==> src/rtl/ps2_pkg.sv <==
// ----------------------------------------------------------------------------
// ps2_pkg
// Shared definitions for the PS/2 keypad decoder:
//   - PS/2 set-2 scancode constants for the keys the decoder understands
//   - key_code values emitted on the decoder's key_code output
//   - prefix FSM state enum
//   - active-low blank segment pattern
//   - map_scancode(): completed scancode (+ extended flag) -> key_code
// ----------------------------------------------------------------------------
package ps2_pkg;

   // Prefix bytes
   localparam logic [7:0] SC_BRK = 8'hF0;
   localparam logic [7:0] SC_EXT = 8'hE0;

   // Digit scancodes (numeric keypad)
   localparam logic [7:0] SC_0   = 8'h70;
   localparam logic [7:0] SC_1   = 8'h69;
   localparam logic [7:0] SC_2   = 8'h72;
   localparam logic [7:0] SC_3   = 8'h7A;
   localparam logic [7:0] SC_4   = 8'h6B;
   localparam logic [7:0] SC_5   = 8'h73;
   localparam logic [7:0] SC_6   = 8'h74;
   localparam logic [7:0] SC_7   = 8'h6C;
   localparam logic [7:0] SC_8   = 8'h75;
   localparam logic [7:0] SC_9   = 8'h7D;

   // Operator / editing scancodes
   localparam logic [7:0] SC_ADD = 8'h79;
   localparam logic [7:0] SC_SUB = 8'h7B;
   localparam logic [7:0] SC_MUL = 8'h7C;
   localparam logic [7:0] SC_DIV = 8'h4A;
   localparam logic [7:0] SC_DEL = 8'h71;
   localparam logic [7:0] SC_ENT = 8'h5A;
   localparam logic [7:0] SC_CLR = 8'h66;

   // Emitted key codes (0..9 are the digits themselves)
   localparam logic [7:0] KEY_DIG_MAX = 8'd9;
   localparam logic [7:0] KEY_ADD     = 8'd11;
   localparam logic [7:0] KEY_SUB     = 8'd12;
   localparam logic [7:0] KEY_MUL     = 8'd13;
   localparam logic [7:0] KEY_DIV     = 8'd14;
   localparam logic [7:0] KEY_DEL     = 8'd15;
   localparam logic [7:0] KEY_ENT     = 8'd16;
   localparam logic [7:0] KEY_CLR     = 8'd17;

   localparam logic [6:0] SEG_BLANK = 7'b1111111;

   typedef enum logic [1:0] {
      IDLE    = 2'd0,
      BRK     = 2'd1,
      EXT     = 2'd2,
      EXT_BRK = 2'd3
   } ps2_state_e;

   typedef struct packed {
      logic       hit;
      logic [7:0] code;
   } key_map_t;

   // Extended codes only carry keypad '/' and keypad enter; everything else
   // behind an E0 prefix (arrows, nav cluster) is deliberately ignored.
   function automatic key_map_t map_scancode(input logic ext, input logic [7:0] sc);
      key_map_t m;
      m.hit  = 1'b1;
      m.code = 8'd0;
      if (ext) begin
         case (sc)
            SC_DIV:  m.code = KEY_DIV;
            SC_ENT:  m.code = KEY_ENT;
            default: m.hit  = 1'b0;
         endcase
      end else begin
         case (sc)
            SC_0:    m.code = 8'd0;
            SC_1:    m.code = 8'd1;
            SC_2:    m.code = 8'd2;
            SC_3:    m.code = 8'd3;
            SC_4:    m.code = 8'd4;
            SC_5:    m.code = 8'd5;
            SC_6:    m.code = 8'd6;
            SC_7:    m.code = 8'd7;
            SC_8:    m.code = 8'd8;
            SC_9:    m.code = 8'd9;
            SC_ADD:  m.code = KEY_ADD;
            SC_SUB:  m.code = KEY_SUB;
            SC_MUL:  m.code = KEY_MUL;
            SC_DIV:  m.code = KEY_DIV;
            SC_DEL:  m.code = KEY_DEL;
            SC_ENT:  m.code = KEY_ENT;
            SC_CLR:  m.code = KEY_CLR;
            default: m.hit  = 1'b0;
         endcase
      end
      return m;
   endfunction

endpackage

==> src/rtl/seg7_digit.sv <==
// ----------------------------------------------------------------------------
// seg7_digit
// Decimal digit to active-low 7-segment pattern (bit order gfedcba).
// Values above 9 produce a blank pattern.
//   value_i : 4-bit digit value
//   seg_o   : 7-bit active-low segments, seg_o[0] = a
// ----------------------------------------------------------------------------
module seg7_digit
   import ps2_pkg::*;
(
   input  logic [3:0] value_i,
   output logic [6:0] seg_o
);

   always_comb begin
      seg_o = SEG_BLANK;
      case (value_i)
         4'd0:    seg_o = 7'b1000000;
         4'd1:    seg_o = 7'b1111001;
         4'd2:    seg_o = 7'b0100100;
         4'd3:    seg_o = 7'b0110000;
         4'd4:    seg_o = 7'b0011001;
         4'd5:    seg_o = 7'b0010010;
         4'd6:    seg_o = 7'b0000010;
         4'd7:    seg_o = 7'b1111000;
         4'd8:    seg_o = 7'b0000000;
         4'd9:    seg_o = 7'b0010000;
         default: seg_o = SEG_BLANK;
      endcase
   end

endmodule

==> src/rtl/ps2_key_decoder.sv <==
// ----------------------------------------------------------------------------
// ps2_key_decoder
// Turns a stream of complete PS/2 set-2 scancode bytes into keypad events and
// maintains a small digit-entry buffer rendered onto 7-segment displays.
//
// Parameters
//   DIGITS        : number of buffered/displayed digits (1..8)
//   REPEAT_FILTER : 1 = drop typematic repeat makes of the key still held
//
// Ports
//   clk, rst      : clock, asynchronous active-high reset
//   code_valid    : one-cycle strobe, code_in carries a scancode byte
//   code_in       : scancode byte
//   key_valid     : one-cycle pulse, key_code/key_break carry an event
//   key_code      : 0..9 digits, 11..17 operators/editing keys
//   key_break     : 1 = release, 0 = press
//   overflow      : one-cycle pulse, digit press discarded (buffer full)
//   digit_count   : digits currently held
//   seg           : active-low gfedcba per slot, slot 0 = newest digit
// ----------------------------------------------------------------------------
module ps2_key_decoder
   import ps2_pkg::*;
#(
   parameter int DIGITS        = 4,
   parameter int REPEAT_FILTER = 1
) (
   input  logic                  clk,
   input  logic                  rst,
   input  logic                  code_valid,
   input  logic [7:0]            code_in,
   output logic                  key_valid,
   output logic [7:0]            key_code,
   output logic                  key_break,
   output logic                  overflow,
   output logic [3:0]            digit_count,
   output logic [7*DIGITS-1:0]   seg
);

   localparam logic [3:0] DIGITS_C = 4'(DIGITS);

   ps2_state_e state_q, state_d;

   logic       key_valid_q, key_valid_d;
   logic [7:0] key_code_q,  key_code_d;
   logic       key_break_q, key_break_d;
   logic       overflow_q,  overflow_d;
   logic [3:0] count_q,     count_d;
   logic       held_valid_q, held_valid_d;
   logic [7:0] held_code_q,  held_code_d;
   logic [3:0] digits_q [DIGITS];
   logic [3:0] digits_d [DIGITS];

   logic       done;
   logic       is_ext;
   logic       is_brk;
   key_map_t   map;
   logic       repeat_hit;

   // Prefix FSM: collects F0/E0 prefixes and flags the byte completing a code.
   always_comb begin
      state_d = state_q;
      done    = 1'b0;
      is_ext  = 1'b0;
      is_brk  = 1'b0;
      if (code_valid) begin
         case (state_q)
            IDLE: begin
               if (code_in == SC_BRK) begin
                  state_d = BRK;
               end else if (code_in == SC_EXT) begin
                  state_d = EXT;
               end else begin
                  done = 1'b1;
               end
            end
            BRK: begin
               done    = 1'b1;
               is_brk  = 1'b1;
               state_d = IDLE;
            end
            EXT: begin
               if (code_in == SC_BRK) begin
                  state_d = EXT_BRK;
               end else begin
                  done    = 1'b1;
                  is_ext  = 1'b1;
                  state_d = IDLE;
               end
            end
            EXT_BRK: begin
               done    = 1'b1;
               is_ext  = 1'b1;
               is_brk  = 1'b1;
               state_d = IDLE;
            end
            default: state_d = IDLE;
         endcase
      end
   end

   assign map        = map_scancode(is_ext, code_in);
   assign repeat_hit = (REPEAT_FILTER != 0) && held_valid_q && (held_code_q == map.code);

   // Event generation and buffer update for a completed, mapped code.
   always_comb begin
      key_valid_d  = 1'b0;
      overflow_d   = 1'b0;
      key_code_d   = key_code_q;
      key_break_d  = key_break_q;
      count_d      = count_q;
      held_valid_d = held_valid_q;
      held_code_d  = held_code_q;
      digits_d     = digits_q;

      if (done && map.hit) begin
         if (is_brk) begin
            key_valid_d = 1'b1;
            key_code_d  = map.code;
            key_break_d = 1'b1;
            if (held_valid_q && (held_code_q == map.code)) begin
               held_valid_d = 1'b0;
            end
         end else if (!repeat_hit) begin
            key_valid_d  = 1'b1;
            key_code_d   = map.code;
            key_break_d  = 1'b0;
            held_valid_d = 1'b1;
            held_code_d  = map.code;
            if (map.code <= KEY_DIG_MAX) begin
               if (count_q < DIGITS_C) begin
                  for (int i = DIGITS - 1; i > 0; i--) begin
                     digits_d[i] = digits_q[i-1];
                  end
                  digits_d[0] = map.code[3:0];
                  count_d     = count_q + 4'd1;
               end else begin
                  overflow_d = 1'b1;
               end
            end else if (map.code == KEY_DEL) begin
               if (count_q != 4'd0) begin
                  for (int i = 0; i < DIGITS - 1; i++) begin
                     digits_d[i] = digits_q[i+1];
                  end
                  count_d = count_q - 4'd1;
               end
            end else if (map.code == KEY_CLR) begin
               count_d = 4'd0;
            end
         end
      end
   end

   // Control and output state.
   always_ff @(posedge clk or posedge rst) begin
      if (rst) begin
         state_q      <= IDLE;
         key_valid_q  <= 1'b0;
         key_code_q   <= 8'd0;
         key_break_q  <= 1'b0;
         overflow_q   <= 1'b0;
         count_q      <= 4'd0;
         held_valid_q <= 1'b0;
      end else begin
         state_q      <= state_d;
         key_valid_q  <= key_valid_d;
         key_code_q   <= key_code_d;
         key_break_q  <= key_break_d;
         overflow_q   <= overflow_d;
         count_q      <= count_d;
         held_valid_q <= held_valid_d;
      end
   end

   // Buffer contents and held key are qualified by count_q / held_valid_q,
   // so they need no reset.
   always_ff @(posedge clk) begin
      held_code_q <= held_code_d;
      digits_q    <= digits_d;
   end

   genvar g;
   generate
      for (g = 0; g < DIGITS; g++) begin : g_seg
         logic [6:0] raw;
         seg7_digit u_seg (
            .value_i (digits_q[g]),
            .seg_o   (raw)
         );
         assign seg[7*g +: 7] = (4'(g) < count_q) ? raw : SEG_BLANK;
      end
   endgenerate

   assign key_valid   = key_valid_q;
   assign key_code    = key_code_q;
   assign key_break   = key_break_q;
   assign overflow    = overflow_q;
   assign digit_count = count_q;

endmodule
==> config.mk <==
export PLATFORM = sky130hd
export DESIGN_NAME = ps2_key_decoder
export DESIGN_NICKNAME = d
export VERILOG_FILES = /design/src/rtl/ps2_pkg.sv /design/src/rtl/seg7_digit.sv /design/src/rtl/ps2_key_decoder.sv
export SDC_FILE = /design/constraint.sdc
export NUM_CORES = 1
export LEC_CHECK = 0
export ABC_AREA = 1
export ABC_CLOCK_PERIOD_IN_PS = 8360
export CORE_UTILIZATION = 61
export DETAILED_ROUTE_END_ITERATION = 12
export PLACE_DENSITY = 0.87
export SKIP_CTS_REPAIR_TIMING = 1
export SLEW_MARGIN = 20
export SYNTH_ARGS = -nofsm -noshare
export SYNTH_HDL_FRONTEND = slang
export SYNTH_SLANG_ARGS = --single-unit
==> constraint.sdc <==
create_clock -name clk -period 8.36 [get_ports clk]
set_clock_uncertainty 0.05 [all_clocks]
set_input_delay 1.672 -clock clk [delete_from_list [all_inputs] [get_ports clk]]
set_output_delay 1.672 -clock clk [all_outputs]
set_load 0.01 [all_outputs]
==> metrics <==
status completed; slew margin rel. between 40% and 50%; area growth from synthesis to layout 16.8%; Clock Pin Slew Worst Setup and Hold Paths roughly 70 ps; clk_lat worst skew 340 ps; Final min period a little under 6000 ps; Tot Pwr slightly below 1000 uW; met2 usage between 40% and 50%; Async SR Flop Fraction approximately a quarter; most frequent cell on the critical path nand2_1; htree depth 3; post-route ant nets 0; antenna cells 0; Initial DRT Pass Iterations 4; startpoint types primary input; initial antenna violation count 0; first-pass GRT wire length between 15000 and 20000 um; cells after synthesis between 500 and 600; max-cap check violation count 0; Ports 54; CTS tree done; Peak supply drop 93.9 uV; max-slew violations 0; setup TNS 0 ps; Hold Path Class flop to flop; All-Layer GR Usage about a quarter; Residual DRC 0; GRT busiest layer met2; via count 3823; RSZ-0062 raised after global routing false; P_leak 0.00259 uW; largest net degree at the start of global routing 23; Post-synth EDFFs 21; Cell Pwr Density between 150 and 200 nW/um^2; initial core utilization 63.1%; top cell type by total area after synthesis nand2_1; core area about 6800 sq um; clock buffer depth 2; synth top area cells nand2_1 16%, edfxtp_1 15%, dfxtp_1 13%; GRT met1 Usage between 30 and 40%; WP buf/inv 6; routed len/inst 12.6 um; Port Buffers 50; top cells by count, synth 186 x nand2_1, 81 x inv_1, 57 x nand3_1; Yosys cell types 36; count leader, synth nand2_1; Worst-Margin Slew 832 ps; Vias/cell 5.28; GRT Residual Overflow 0; WP data required 8590 ps; period utilization between 60 and 70%; number of global-route vias before repair around 3600; YS warnings 0; layout cells sized above 1 between 10% and 20%; row count 30; CTS root buf clkbuf_8; FF-to-FF Start state_q[0]; Sink Count 64; total CTS buffers 9; register area share after synthesis a little under two fifths; drt first-iter violations roughly 300; Setup WS pre-CTS about 2200 ps; Max Freq ~170 MHz; met3 global-route usage under 10%; CP Capture Type flop; final setup violating endpoints 0; Placed Area between 4000 and 5000 sq um; Slowest cell on crit path clkdlybuf4s50_1; Synth Flop Type dfxtp_1; Critical Path Fanout Max 18; Setup CP Type primary input to flop; post-layout util between 70% and 80%; die extent in y about 86 um; DIE AREA 7330 sq um; cell family with most CP delay simple AND/OR/NAND/NOR gates; CP startpoint code_in[5]; Fin. Hold Viols 0; CP peak stage delay approximately 550 ps; syn avg cell area between 7 and 8 sq um; Mapped Area around 4300 sq um; min-delay src key_break; Arr. time, crit path slightly above 6000 ps; total wire length between 9000 and 10000 um; setup ws final ~2500 ps; Detailed Place HPWL 6700 um; Placer Congestion around 0.86; post-route cell area ~5000 sq um; Synth Register Bits 64; Die Wd about 86 um; Yosys top cell area share between 10% and 20%; Final nets 674
-- cell usage in the layout (no fill, tap or decap), types with 3 or more instances in the layout --
master / netlist / final
nand2_1: 186 / 186
inv_1: 81 / 81
nand3_1: 57 / 57
clkdlybuf4s50_1: 0 / 50
nor2_1: 44 / 44
dfxtp_1: 28 / 28
ha_1: 24 / 24
edfxtp_1: 21 / 21
or2_2: 18 / 18
dfrtp_1: 15 / 15
nand2_2: 14 / 14
o21ai_0: 14 / 14
nand2_4: 10 / 10
clkbuf_8: 0 / 10
inv_2: 8 / 8
nand4_1: 6 / 6
nand3_2: 6 / 6
o21ai_1: 6 / 6
o21ai_2: 5 / 5
a21oi_1: 5 / 5
xnor2_1: 5 / 5
nor2_4: 4 / 4
nand3b_1: 3 / 3
conb_1: 1 / 3
clkbuf_1: 5 / 3
-- area by class of cell --
type | count | area [sq um]
Clock inverter | 1 | 5.00
Timing Repair Buffer | 50 | 500
Inverter | 89 | 334
Fill cell | 525 | 1770
Sequential cell | 64 | 1570
Multi-Input combinational cell | 425 | 2280
Clock buffer | 15 | 199
Tap cell | 80 | 100
-- power by group --
group          internal [uW]  switching (uW)  leakage, uW  total [uW]
registers                346            18.2     0.000627         364
logic                    154             175      0.00186         330
clock network            152             117     0.000104         269
total                    653             310      0.00259         963
-- per-stage QoR --
step                std cells  hold WS [ps]
finish                    724           435
global route              724           451
CTS                       724           440
detailed placement        708           423
global placement          708           416
floorplan                 591           424
-- routing by layer --
metal  vias to the layer above  part of all wire, %
li1                       1932                    -
met1                      1755                   44
met2                       111                   48
met3                        25                  5.0
met4                         0                  2.9
met5                         -                    0
-- worst paths after layout --
kind | end | slack, ps | depth (start not counted)
min in group asynchronous | key_code[2] | 1620 | 2
min | key_break | 440 | 2
max reg2reg | g_seg[2].u_seg.seg_o[3] | 4260 | 24
min reg2reg | key_break | 440 | 2
max in group asynchronous | digit_count[3] | 6270 | 2
max | g_seg[2].u_seg.seg_o[3] | 2510 | 27
-- cell families after synthesis --
group	count (synthesis)	synth area share (%)
buf+inv	102	10.0
flops	64	36.7
other cells	1	0.0879
fa+ha+maj	24	7.04
xor+xnor	7	1.44
simple gates	356	39.7
compound gates	35	5.01
-- flip-flops by register name (all words and copies together) (netlist names) --
name,count
key_code,5
digit_count,4
held_code_q,5
held_valid_q,1
digits_q,16
key_break,1
state_q,2
overflow,1
g_seg.u_seg.seg_o,28
key_valid,1
-- worst register-to-register path, cell delays in order (launching register included) --
cell and delay, ps:
dfrtp_1 380, inv_1 90, nand3_2 130, nand2_4 90, nor2_1 160, inv_2 80, nand2_2 150, inv_1 100
or2_2 290, nand3_1 100, nor4_1 80, inv_1 70, ha_1 130, inv_1 50, nor2_2 400, nand2_1 220
inv_2 250, nand2_4 230, nand2_1 130, nand2_1 140, inv_1 160, ha_1 250, nand3_1 120, nand3_1 100
nand2_1 100
Note: power is estimated with default switching activity, not from simulation.
